===== src/rtl/approx_mult_pipe_if.sv =====
// Operand/result handshake bundle for approx_mult_pipe, plus the error-statistics side channel.
// The master drives operands and consumes results; the slave is the multiplier.
interface approx_mult_pipe_if #(
    parameter int W     = 8,
    parameter int ACC_W = 24,
    parameter int CNT_W = 16
);
    logic             in_valid;
    logic             in_ready;
    logic [W-1:0]     in_x;
    logic [W-1:0]     in_y;
    logic [1:0]       in_mode;
    logic             out_valid;
    logic             out_ready;
    logic [2*W-1:0]   out_z;
    logic [1:0]       out_mode;
    logic             err_clr;
    logic [ACC_W-1:0] err_acc;
    logic [CNT_W-1:0] txn_cnt;

    modport master (
        output in_valid, in_x, in_y, in_mode, out_ready, err_clr,
        input  in_ready, out_valid, out_z, out_mode, err_acc, txn_cnt
    );

    modport slave (
        input  in_valid, in_x, in_y, in_mode, out_ready, err_clr,
        output in_ready, out_valid, out_z, out_mode, err_acc, txn_cnt
    );
endinterface


===== src/rtl/approx_mult_pipe.sv =====
// Unsigned approximate multiplier (exact / truncated / OR-compressed low rows) with error statistics.
// Latency 2, one result per cycle; a stage advances only when the stage after it is empty or draining.
module approx_mult_pipe #(
    parameter int W     = 8,
    parameter int L     = 4,
    parameter int TC    = 7,
    parameter int ACC_W = 24,
    parameter int CNT_W = 16
) (
    input  logic              clk,
    input  logic              rst_n,
    approx_mult_pipe_if.slave bus
);
    localparam int ZW = 2 * W;
    localparam int SW = ((ACC_W > ZW) ? ACC_W : ZW) + 1;
    // Columns below TC are dropped; a TC beyond the product width keeps nothing.
    localparam logic [ZW-1:0] C_LOW  = (ZW'(1) << TC) - ZW'(1);
    localparam logic [ZW-1:0] C_MASK = ~C_LOW;

    logic          w_in_fire;
    logic          w_s1_adv;
    logic          w_out_fire;
    logic [1:0]    w_mode;
    logic [ZW-1:0] w_h;
    logic [ZW-1:0] w_exact;
    logic [ZW-1:0] w_row [L];
    logic [ZW-1:0] w_comp_tr;
    logic [ZW-1:0] w_comp_or;
    logic [ZW-1:0] w_comp;
    logic [ZW-1:0] w_s2_z;
    logic [SW-1:0] w_sum;

    logic             r_s1_valid;
    logic [1:0]       r_s1_mode;
    logic [ZW-1:0]    r_s1_h;
    logic [ZW-1:0]    r_s1_comp;
    logic [ZW-1:0]    r_s1_exact;
    logic             r_s2_valid;
    logic [1:0]       r_s2_mode;
    logic [ZW-1:0]    r_s2_z;
    logic [ZW-1:0]    r_s2_err;
    logic [ACC_W-1:0] r_err_acc;
    logic [CNT_W-1:0] r_txn_cnt;

    assign w_out_fire   = r_s2_valid & bus.out_ready;
    assign w_s1_adv     = r_s1_valid & (~r_s2_valid | bus.out_ready);
    assign bus.in_ready = ~r_s1_valid | w_s1_adv;
    assign w_in_fire    = bus.in_valid & bus.in_ready;

    assign w_mode  = (bus.in_mode == 2'd3) ? 2'd0 : bus.in_mode;
    assign w_exact = ZW'(bus.in_x) * ZW'(bus.in_y);
    assign w_h     = (ZW'(bus.in_y) * ZW'(bus.in_x[W-1:L])) << L;

    // Row i already sits at its column offset, so pairing rows 2k/2k+1 bitwise
    // lines up pp[2k][c-2k] with pp[2k+1][c-2k-1] in every column c.
    for (genvar gi = 0; gi < L; gi++) begin : g_row
        assign w_row[gi] = bus.in_x[gi] ? (ZW'(bus.in_y) << gi) : '0;
    end

    always_comb begin
        w_comp_tr = '0;
        w_comp_or = '0;
        for (int i = 0; i < L; i++) begin
            w_comp_tr = w_comp_tr + (w_row[i] & C_MASK);
        end
        for (int k = 0; 2 * k + 1 < L; k++) begin
            w_comp_or = w_comp_or + ((w_row[2*k] | w_row[2*k+1]) & C_MASK);
        end
        if (L % 2 == 1) begin
            w_comp_or = w_comp_or + (w_row[L-1] & C_MASK);
        end
    end

    assign w_comp = (w_mode == 2'd1) ? w_comp_tr :
                    (w_mode == 2'd2) ? w_comp_or : '0;

    always_ff @(posedge clk or negedge rst_n) begin
        if (!rst_n) begin
            r_s1_valid <= 1'b0;
            r_s1_mode  <= '0;
            r_s1_h     <= '0;
            r_s1_comp  <= '0;
            r_s1_exact <= '0;
        end else if (w_in_fire) begin
            r_s1_valid <= 1'b1;
            r_s1_mode  <= w_mode;
            r_s1_h     <= w_h;
            r_s1_comp  <= w_comp;
            r_s1_exact <= w_exact;
        end else if (w_s1_adv) begin
            r_s1_valid <= 1'b0;
        end
    end

    assign w_s2_z = (r_s1_mode == 2'd0) ? r_s1_exact : (r_s1_h + r_s1_comp);

    always_ff @(posedge clk or negedge rst_n) begin
        if (!rst_n) begin
            r_s2_valid <= 1'b0;
            r_s2_mode  <= '0;
            r_s2_z     <= '0;
            r_s2_err   <= '0;
        end else if (w_s1_adv) begin
            r_s2_valid <= 1'b1;
            r_s2_mode  <= r_s1_mode;
            r_s2_z     <= w_s2_z;
            r_s2_err   <= r_s1_exact - w_s2_z;
        end else if (w_out_fire) begin
            r_s2_valid <= 1'b0;
        end
    end

    assign w_sum = SW'(r_err_acc) + SW'(r_s2_err);

    // A clear in the same cycle as a delivery discards that delivery's contribution.
    always_ff @(posedge clk or negedge rst_n) begin
        if (!rst_n) begin
            r_err_acc <= '0;
            r_txn_cnt <= '0;
        end else if (bus.err_clr) begin
            r_err_acc <= '0;
            r_txn_cnt <= '0;
        end else if (w_out_fire) begin
            r_err_acc <= (w_sum > SW'({ACC_W{1'b1}})) ? '1 : w_sum[ACC_W-1:0];
            r_txn_cnt <= r_txn_cnt + 1'b1;
        end
    end

    assign bus.out_valid = r_s2_valid;
    assign bus.out_z     = r_s2_z;
    assign bus.out_mode  = r_s2_mode;
    assign bus.err_acc   = r_err_acc;
    assign bus.txn_cnt   = r_txn_cnt;
endmodule


===== src/flat_wrapper.sv =====
// flat-port wrapper written by rule: the top's interface ports become plain ports
module approx_mult_pipe_flat 
#(
    parameter int W     = 8,
    parameter int L     = 4,
    parameter int TC    = 7,
    parameter int ACC_W = 24,
    parameter int CNT_W = 16
)
  (clk, rst_n, bus_in_valid, bus_in_x, bus_in_y, bus_in_mode, bus_out_ready, bus_err_clr, bus_in_ready, bus_out_valid, bus_out_z, bus_out_mode, bus_err_acc, bus_txn_cnt);
  approx_mult_pipe_if #(.W(W), .ACC_W(ACC_W), .CNT_W(CNT_W)) bus_i ();
  input  logic clk;
  input  logic rst_n;
  input wire logic [$bits(bus_i.in_valid)-1:0] bus_in_valid;
  input wire logic [$bits(bus_i.in_x)-1:0] bus_in_x;
  input wire logic [$bits(bus_i.in_y)-1:0] bus_in_y;
  input wire logic [$bits(bus_i.in_mode)-1:0] bus_in_mode;
  input wire logic [$bits(bus_i.out_ready)-1:0] bus_out_ready;
  input wire logic [$bits(bus_i.err_clr)-1:0] bus_err_clr;
  output wire logic [$bits(bus_i.in_ready)-1:0] bus_in_ready;
  output wire logic [$bits(bus_i.out_valid)-1:0] bus_out_valid;
  output wire logic [$bits(bus_i.out_z)-1:0] bus_out_z;
  output wire logic [$bits(bus_i.out_mode)-1:0] bus_out_mode;
  output wire logic [$bits(bus_i.err_acc)-1:0] bus_err_acc;
  output wire logic [$bits(bus_i.txn_cnt)-1:0] bus_txn_cnt;
  assign bus_i.in_valid = bus_in_valid;
  assign bus_i.in_x = bus_in_x;
  assign bus_i.in_y = bus_in_y;
  assign bus_i.in_mode = bus_in_mode;
  assign bus_i.out_ready = bus_out_ready;
  assign bus_i.err_clr = bus_err_clr;
  assign bus_in_ready = bus_i.in_ready;
  assign bus_out_valid = bus_i.out_valid;
  assign bus_out_z = bus_i.out_z;
  assign bus_out_mode = bus_i.out_mode;
  assign bus_err_acc = bus_i.err_acc;
  assign bus_txn_cnt = bus_i.txn_cnt;
  approx_mult_pipe #(.W(W), .L(L), .TC(TC), .ACC_W(ACC_W), .CNT_W(CNT_W)) u_core (.clk(clk), .rst_n(rst_n), .bus(bus_i));
endmodule

===== config.mk =====
export PLATFORM = sky130hd
export DESIGN_NAME = approx_mult_pipe_flat
export DESIGN_NICKNAME = d
export VERILOG_FILES = /design/src/rtl/approx_mult_pipe_if.sv /design/src/rtl/approx_mult_pipe.sv /design/src/flat_wrapper.sv
export SDC_FILE = /design/constraint.sdc
export NUM_CORES = 1
export LEC_CHECK = 0
export ABC_AREA = 1
export ABC_CLOCK_PERIOD_IN_PS = 3600
export CORE_UTILIZATION = 35
export CTS_CLUSTER_DIAMETER = 150
export DETAILED_ROUTE_END_ITERATION = 6
export PLACE_DENSITY = 0.62
export SYNTH_ARGS = -nofsm -noshare
export SYNTH_HDL_FRONTEND = slang
export SYNTH_SLANG_ARGS = --single-unit

===== constraint.sdc =====
create_clock -name clk -period 3.6 [get_ports clk]
set_input_delay 0.54 -clock clk [delete_from_list [all_inputs] [get_ports clk]]
set_output_delay 0.54 -clock clk [all_outputs]
set_load 0.02 [all_outputs]

==> results.py <==
metrics = {
    "global_route": {
        "grt_pass1_vias": 9234,
        "antenna_found_initial": 0,
        "grt_pass1_wl_um": 46300,
        "grt_overflow": 0,
        "grt_max_degree": 63,
        "grt_util_all_layers": 0.190,
    },
    "layout": {
        "final_common_cell": "nand2_1",
        "n_antenna_cell": 0,
        "nets": 1786,
        "layout-drive-gt1-share": 0.167,
        "syn2layout_area_growth_pct": 28.0,
        "post-route-util": 0.457,
        "layout_common_cells": "nand2_1, inv_1, buf_4",
        "layoutNonFillerInstCount": 1999,
    },
    "clocking": {
        "insertion_delay_ns": 0.36,
        "cts.sinks": 112,
        "h-tree-depth": 3,
        "cts-root-buf": "clkbuf_16",
        "cts_made_buffers": 9,
        "cts_tree": "done",
        "clk_pin_slew_ns": 0.08,
        "cts_buffer_depth": 2,
    },
    "synthesis": {
        "ys_ff_latch": 112,
        "synth.distinct_cells": 45,
        "synth_edf_count": 0,
        "syn_nets": 1604,
        "ys_seq_area_frac": 0.272,
        "synthCells": 1429,
        "async_reset_ff_frac": 1.00,
        "ys_warn_count": 0,
        "synth_ff_type": "dfrtp_1",
        "synthTopCellsByArea": "dfrtp_1, nand2_1, ha_1",
        "syn_area_sq_mm": 0.0103,
        "yosysTopAreaCell": "dfrtp_1",
        "synth_top_area_frac": 0.272,
        "synth_area_per_cell_sq_um": 7.21,
    },
    "pwr": {
        "power_mw": 8.13,
        "comb_power_share": 0.638,
        "powerDensity_mw_per_mm2": 617,
        "p_switching_mw": 3.77,
        "p_int_mw": 4.36,
        "leakage_nw": 7.17,
        "ir_drop_uv": 271,
        "p_clk_frac": 0.131,
        "seqPwrFrac": 0.231,
        "power_switching_share": 0.464,
    },
    "run_status": {
        "outcome": "finished with violations",
        "violations": "setup timing",
    },
    "sta": {
        "fin_tns_setup_ns": -0.564,
        "rsz0062_at_grt": "yes",
        "worst_slew_pin_slew_ns": 0.702,
        "finClkSkew_ns": 0.00863,
        "slew_violations": 0,
        "setup_viol": 7,
        "fmax_ghz": 0.269,
        "hold_viol": 0,
        "whs_ns": 0.208,
        "min_period_over_period": 1.03,
        "slew-limit-headroom": 0.532,
        "period_needed_ns": 3.72,
        "fin_ws_ns": -0.118,
    },
    "floorplanning": {
        "start_util": 0.357,
        "die_w_um": 174,
        "die_area_sq_mm": 0.0301,
        "io_pins": 83,
        "core-area_sq_mm": 0.0289,
        "die_h_um": 174,
        "rows": 62,
    },
    "placement": {
        "finalWeightedCongestion": 0.950,
        "dp_cells": 1970,
        "hpwlAfterDp_um": 22500,
        "numPortBuffers": 82,
    },
    "critical_path": {
        "crit_top_cell": "fa_1",
        "crit_path_max_fanout": 6,
        "max_stage_delay_ns": 0.50,
        "critical_path.startpoint": "bus_in_y[6]",
        "cp.required_ns": 3.91,
        "end_kind": "flop",
        "crit_path_start_kind": "primary input",
        "crit_chain": "buf_6 -> buf_12 -> buf_4 -> nand2_4 -> fa_1 -> fa_1 -> inv_1 -> fa_1 -> inv_1 -> fa_1 -> inv_2 -> ha_4 -> inv_4 -> o21bai_4 -> a21oi_4 -> a21oi_2 -> nor2_1 -> nand2_1 -> nand3_2 -> nand2_1",
        "reg2reg_from": "u_core.r_s1_comp[7]",
        "crit_family": "adder cells",
        "worst-path-buf-inv": 7,
        "cp_slowest_cell": "fa_1",
        "cp.arrival_ns": 4.02,
        "crit_type": "in2reg",
    },
    "drt": {
        "via_count": 9374,
        "drc": 0,
        "dr.first_iter.drc_count": 453,
        "viasPerCell": 4.69,
        "totalWireLength_um": 27700,
        "post_drt_wl_per_cell_um": 13.9,
        "ant_nets": 0,
        "dr.pass1.iters": 5,
    },
    "hold_path": {
        "hold_class": "in2async",
    },
    "job": {
        "drv_cap": 0,
    },
}
==> per-layer routing <==
metal / track usage / wire length [um]
met5: 0 / 0
met4: 0.0468 / 524
met3: 0.0228 / 793
met2: 0.332 / 13400
met1: 0.249 / 13000
==> stage by stage <==
stage / area [sq um] / setup slack (ns)
finish: 13200 / -0.118
floorplan: 10500 / -0.276
global route: 13200 / -0.252
detailed placement: 12400 / -1.02
CTS: 12800 / -0.263
global placement: 12400 / -0.946
==> cell usage after synthesis, drive strengths merged (14+ instances only) <==
cell type and n:
o21ai 80, nand2 454, fa 52, nand4 14, dfrtp 112, nand3 88
ha 100, xnor2 18, clkbuf 31, inv 243, a21oi 48, nor2 85
==> sequential cells by signal, summed over array words and instances (netlist names) <==
register and count:
u_core.bus.err_acc 24, u_core.bus.out_mode 2, u_core.bus.out_valid 1, u_core.bus.out_z 16, u_core.bus.txn_cnt 16, u_core.r_s1_comp 6, u_core.r_s1_exact 16, u_core.r_s1_h 12
u_core.r_s1_mode 2, u_core.r_s1_valid 1, u_core.r_s2_err 16
==> cell type report <==
type / count / area (sq um)
clock buffer: 9 / 225
timing repair buffer: 209 / 1850
tap: 384 / 480
inverter: 245 / 930
clock inverter: 6 / 76.3
multi-input combinational: 1034 / 6820
sequential: 112 / 2800
fill: 2900 / 15700
==> path summary, 6_finish.rpt <==
check	cells after the start	slack (ns)	to
hold reg to reg	2	0.49	u_core.r_s1_h[6]
setup / recovery	20	-0.12	u_core.r_s1_exact[12]
max in group asynchronous	2	2.61	u_core.bus.err_acc[1]
hold / removal	1	0.21	u_core.bus.err_acc[6]
min in group clk	2	0.49	u_core.r_s1_h[6]
setup reg to reg	20	0.45	u_core.r_s2_err[15]
==> power by group through the flow <==
stage	Clock, mW	Sequential [mW]	Combinational, mW
finish	1.06	1.88	5.19
global route	1.12	1.93	5.83
detailed placement	0	1.91	4.71
global placement	0	1.89	4.67
floorplan	0	1.98	3.10
CTS	1.09	1.88	4.81
==> cell families (layout without fill, tap and decap cells) <==
| logic type | Yosys count | after routing | synth area share |
|---|---|---|---|
| DFF | 112 | 112 | 0.272 |
| other | 1 | 1 | 0.000364 |
| buffers and inverters | 283 | 469 | 0.106 |
| muxes | 5 | 5 | 0.00486 |
| and+or+nand+nor | 673 | 673 | 0.275 |
| xor gates and xnor gates | 28 | 28 | 0.0238 |
| adders and majority gates | 152 | 152 | 0.223 |
| AOI/OAI and AO/OA | 175 | 175 | 0.0955 |
==> worst reg2reg max path, stage by stage, from the launching register on <==
cell and delay (ns):
dfrtp_1 0.40, ha_1 0.25, fa_1 0.42, nand3_1 0.10, nand3_1 0.15, nand2_1 0.10
nand2_1 0.05, nand2_1 0.07, nand2_1 0.06, nand2_1 0.05, nand2_1 0.06, nand2_1 0.06
nand2_1 0.10, ha_1 0.34, inv_1 0.09, nor3_1 0.26, nand3_1 0.13, nand3_1 0.14
nand3_1 0.08, nand3_1 0.08, nand2_1 0.06
==> repair_timing <==
item                       4_1_cts  5_1_grt
setup endpoints to repair       16       11
pin swaps                       22       62
buffers inserted                 7        9
gates cloned                     0        0
resized for setup               72      103
hold buffers                     0        0
No activity file was read; power rests on OpenSTA's default activity.
